### config.mk
export PLATFORM = sky130hd
export DESIGN_NAME = mavg_stream
export DESIGN_NICKNAME = d
export VERILOG_FILES = /design/src/rtl/mavg_pkg.sv /design/src/rtl/mavg_window.sv /design/src/rtl/mavg_stream.sv
export SDC_FILE = /design/constraint.sdc
export NUM_CORES = 1
export LEC_CHECK = 0
export CAP_MARGIN = 40
export CORE_MARGIN = 10
export CORE_UTILIZATION = 45
export CTS_CLUSTER_DIAMETER = 30
export DETAILED_ROUTE_END_ITERATION = 12
export PLACE_DENSITY = 0.67
export SLEW_MARGIN = 20
export SYNTH_ARGS = -nofsm -noshare
export SYNTH_HDL_FRONTEND = slang
export SYNTH_SLANG_ARGS = --single-unit
### constraint.sdc
create_clock -name clk -period 3 [get_ports clk]
set_input_delay 0.6 -clock clk [delete_from_list [all_inputs] [get_ports clk]]
set_output_delay 0.6 -clock clk [all_outputs]
set_load 0.02 [all_outputs]
### src/rtl/mavg_pkg.sv
// Shared sizing helpers for the moving-average filter.
// MAVG_ROUND_EN selects round-half-up instead of truncation.
package mavg_pkg;

    localparam int DEPTH_UNIT = 1;

    function automatic int depth_of(input int log2_depth);
        return DEPTH_UNIT << log2_depth;
    endfunction

    // Running sum of DEPTH full-scale samples plus the rounding bias still fits here.
    function automatic int sum_width(input int width, input int log2_depth);
        return width + log2_depth;
    endfunction

    function automatic int rnd_of(input int log2_depth);
`ifdef MAVG_ROUND_EN
        return 1 << (log2_depth - 1);
`else
        return 0;
`endif
    endfunction

endpackage

### src/rtl/mavg_window.sv
// Circular sample window: exposes the entry about to be overwritten and
// tracks how many real samples it holds since the last reset/clear.
module mavg_window
    import mavg_pkg::*;
#(
    parameter int WIDTH      = 4,
    parameter int LOG2_DEPTH = 2
) (
    input  logic             clk,
    input  logic             reset,
    input  logic             clear,
    input  logic             wr_en,
    input  logic [WIDTH-1:0] wr_data,
    output logic [WIDTH-1:0] evict,
    output logic             full
);

    localparam int DEPTH = depth_of(LOG2_DEPTH);

    logic [DEPTH-1:0][WIDTH-1:0] mem;
    logic [LOG2_DEPTH-1:0]       wr_ptr;
    logic [LOG2_DEPTH:0]         fill;

    assign evict = mem[wr_ptr];
    assign full  = (fill == (LOG2_DEPTH+1)'(DEPTH));

    // wr_ptr is exactly LOG2_DEPTH bits, so the increment wraps DEPTH-1 -> 0.
    always_ff @(posedge clk) begin
        if (reset || clear) begin
            mem    <= '0;
            wr_ptr <= '0;
            fill   <= '0;
        end else if (wr_en) begin
            mem[wr_ptr] <= wr_data;
            wr_ptr      <= wr_ptr + 1'b1;
            if (!full)
                fill <= fill + 1'b1;
        end
    end

endmodule

### src/rtl/mavg_stream.sv
// Streaming moving average over the last 2^LOG2_DEPTH accepted samples.
// Define MAVG_ROUND_EN for round-half-up; default build truncates.
module mavg_stream
    import mavg_pkg::*;
#(
    parameter int WIDTH      = 4,
    parameter int LOG2_DEPTH = 2
) (
    input  logic             clk,
    input  logic             reset,
    input  logic             clear,
    input  logic             in_valid,
    input  logic [WIDTH-1:0] in_data,
    output logic             out_valid,
    output logic [WIDTH-1:0] out_data,
    output logic             full
);

    localparam int SW  = sum_width(WIDTH, LOG2_DEPTH);
    localparam int RND = rnd_of(LOG2_DEPTH);

    logic [WIDTH-1:0] evict;
    logic [SW-1:0]    sum;
    logic [SW-1:0]    sum_next;
    logic [SW-1:0]    rounded;

    mavg_window #(
        .WIDTH      (WIDTH),
        .LOG2_DEPTH (LOG2_DEPTH)
    ) u_window (
        .clk     (clk),
        .reset   (reset),
        .clear   (clear),
        .wr_en   (in_valid),
        .wr_data (in_data),
        .evict   (evict),
        .full    (full)
    );

    // Unfilled slots read as zero, so warm-up needs no special casing here.
    assign sum_next = sum + SW'(in_data) - SW'(evict);
    assign rounded  = sum_next + SW'(RND);

    always_ff @(posedge clk) begin
        if (reset || clear) begin
            sum       <= '0;
            out_valid <= 1'b0;
            out_data  <= '0;
        end else begin
            out_valid <= in_valid;
            if (in_valid) begin
                sum      <= sum_next;
                out_data <= WIDTH'(rounded >> LOG2_DEPTH);
            end
        end
    end

endmodule

==> impl_metrics.csv <==
group,metric,value,unit
cells_and_area,fillers,338,
synthesis,synth.yosys.warnings,0,
floorplan,die-area,6290,µm²
grt,grt_pass1_wl,5440,µm
power_and_ir_drop,leakage,0.671,nW
detailed_routing,ant_nets,0,
grt,grt_start_max_net_pins,31,
clock_network,clkTransAtPathRegs,0.17,ns
power_and_ir_drop,p_int,0.592,mW
setup_path,reg2reg_to,"out_data[3]",
grt,grt.total_usage,10.5,%
place,dp.cells,231,
grt,use_met1,11.1,%
power_and_ir_drop,powerDensity,457,nW/µm²
status,run_status,"finished, final reports clean",
sta,period_needed,2.69,ns
setup_path,critPathMaxFanout,5,
cells_and_area,nets,214,
detailed_routing,via_per_inst,5.24,
synthesis,syn_area,1580,µm²
sta,finalSetupViolations,0,
place,portBuffers,13,
grt,antenna_found_initial,0,
setup_path,cp-start-kind,"flop",
setup_path,critPathKind,"flop to flop",
sta,finalHoldViolCount,0,
setup_path,cp.arrival,2.93,ns
power_and_ir_drop,power.switching,0.219,mW
power_and_ir_drop,seq_power_share,48.3,%
clock_network,h-tree-depth,1,
cells_and_area,drive_above_1_share,10.1,%
floorplan,die_y,79.3,µm
cells_and_area,final_common_cell,"dfxtp_1",
job,cap_viol_max_count,0,
setup_path,crit_start,"u_window.wr_ptr[0]",
clock_network,clockBufferDepth,2,
clock_network,cts_root_buffer,"clkbuf_4",
power_and_ir_drop,vdd_drop_max,0.175,mV
floorplan,start_util,47.0,%
setup_path,reg2reg_depth,8,
cells_and_area,final_util,52.8,%
power_and_ir_drop,p_sw_share,27.0,%
sta,worst_slew_pin_slew,0.496,ns
synthesis,syn_avg_cell_area,8.84,µm²
min_path,hold_class,"flop to flop",
floorplan,placement_rows,21,
power_and_ir_drop,power_frac_clock,30.8,%
cells_and_area,area.growth.synth_to_final,12.3,%
min_path,min_from,"u_window.mem[4]",
clock_network,numCtsBuffers,3,
clock_network,cts_tree,"yes",
grt,met2_usage,19.5,%
clock_network,clock_latency,0.34,ns
grt,busiest_layer,"met2",
power_and_ir_drop,p_comb_share,20.9,%
detailed_routing,wl,3070,µm
detailed_routing,wire_per_inst,13.1,µm
sta,rsz0062_at_grt,"false",
clock_network,ctsHoldBuffers,0,
sta,worst_clock_skew,0.0305,ns
clock_network,cts_sinks,28,
synthesis,seq_area_frac_synth,35.4,%
detailed_routing,drc,0,
min_path,holdPathEnd,"u_window.mem[4]",
detailed_routing,drtPass1Iterations,4,
floorplan,num_io_pins,14,
sta,fmax,0.372,GHz
setup_path,timing.rr.start,"u_window.wr_ptr[0]",
detailed_routing,drtIter0Drc,54,
setup_path,end_kind,"flop",
setup_path,r2r_setup_slack,0.31,ns
floorplan,die_x,79.3,µm
floorplan,core_area,3360,µm²
detailed_routing,vias,1231,
min_path,hold_depth,2,
cells_and_area,diodes,0,
sta,setup_tns,0,ns
setup_path,required,3.24,ns
sta,fin_crit_sh,89.6,%
place,place.gp.congestion,0.806,
sta,slew_headroom,66.8,%
synthesis,ys_ff_latch,28,
cells_and_area,final_cell_mix,"dfxtp_1 (27), nand2_1 (24), inv_1 (20)",
cells_and_area,final_cells,235,
synthesis,syn_nets,203,
sta,slew_violations,0,
grt,grt_pass1_vias,1274,
synthesis,synth.distinct_cells,31,
place,dp_hpwl,2400,µm
grt,grt_util_met3,2.59,%
synthesis,postSynthCellCount,179,
grt,overflow,0,
## layout make-up
class,instances,area (µm²),area share [%]
clock buffer,3,22.5,1.27
clock inverter,1,30.0,1.69
inverter,21,78.8,4.44
multi-input combinational,119,866,48.7
sequential,28,562,31.6
tap,46,57.6,3.24
timing repair buffer,17,160,9.01
## worst max-delay path by stage
stage                              to  depth (start not counted)
final                     out_data[3]                          8
after detailed placement  out_data[3]                          9
after CTS                 out_data[3]                          8
after global placement    out_data[3]                          9
after global routing      out_data[3]                          8
after floorplan           out_data[3]                          9
## cells by family after synthesis
kind of cell	count (synthesis)	synth area share, %
buffers and inverters	32	9.81
and+or+nand+nor	60	16.6
adders and majority gates	16	14.6
AOI/OAI and AO/OA	31	13.2
DFF	28	35.4
muxes	7	7.60
xor gates and xnor gates	5	2.77
## cell usage after synthesis, drive strengths merged
| library cell | instances | area [µm²] |
|---|---|---|
| nor4b | 1 | 8.76 |
| o21ai | 1 | 5.00 |
| buf | 11 | 76.3 |
| and2 | 1 | 6.26 |
| ha | 12 | 150 |
| nand2 | 24 | 90.1 |
| inv | 21 | 78.8 |
| nor3 | 1 | 5.00 |
| xor2 | 2 | 17.5 |
| o2111ai | 1 | 8.76 |
| o311ai | 1 | 8.76 |
| a21boi | 1 | 11.3 |
| xnor2 | 3 | 26.3 |
| a21oi | 19 | 95.1 |
| a31oi | 1 | 6.26 |
| nand3 | 17 | 85.1 |
| and3 | 1 | 6.26 |
| nor2 | 14 | 52.6 |
| fa | 4 | 80.1 |
| mux4 | 4 | 90.1 |
| a2111oi | 1 | 15.0 |
| a41oi | 1 | 16.3 |
| a211oi | 3 | 27.5 |
| mux2i | 3 | 30.0 |
| o31ai | 2 | 15.0 |
| dfxtp | 28 | 561 |
| or2 | 1 | 8.76 |
## through the flow
stage	area [µm²]	power [mW]	setup WS, ns	hold WS, ns
2_1_floorplan	1580	0.524	0.305	0.430
3_3_place_gp	1720	0.563	0.0654	0.442
3_5_place_dp	1720	0.570	-0.0255	0.448
4_1_cts	1780	0.816	0.174	0.468
5_1_grt	1780	0.854	0.0888	0.482
6_report	1780	0.811	0.313	0.466
## metal layers
| metal | part of all wire, % | routed length (µm) |
|---|---|---|
| met5 | 0 | 0 |
| met4 | 1.5 | 46 |
| met3 | 4.0 | 123 |
| met2 | 52 | 1580 |
| met1 | 43 | 1320 |
## flip-flops by register name, indices dropped and copies added (netlist names)
| register | flops |
|---|---|
| u_window.mem | 16 |
| u_window.fill | 3 |
| out_valid | 1 |
| sum | 2 |
| out_data | 4 |
| u_window.wr_ptr | 2 |
## worst max-delay path: stages (launching register included)
cell and delay, ns:
dfxtp_2 0.45, mux4_2 0.53, fa_1 0.49, inv_1 0.07, ha_1 0.31, a211oi_2 0.25
o31ai_1 0.13, nor4b_1 0.26, a211oi_1 0.09
## power groups by stage
stage | registers [mW] | logic (mW) | clock network (mW)
floorplan | 0.398 | 0.126 | 0
global placement | 0.399 | 0.164 | 0
detailed placement | 0.400 | 0.170 | 0
CTS | 0.392 | 0.171 | 0.253
global route | 0.394 | 0.190 | 0.270
finish | 0.392 | 0.169 | 0.250
## repair_timing
action / CTS / global route
buffers inserted: 0 / 0
resized for setup: 0 / 1
setup endpoints to repair: 0 / 1
No activity file was read; power rests on OpenSTA's default activity.
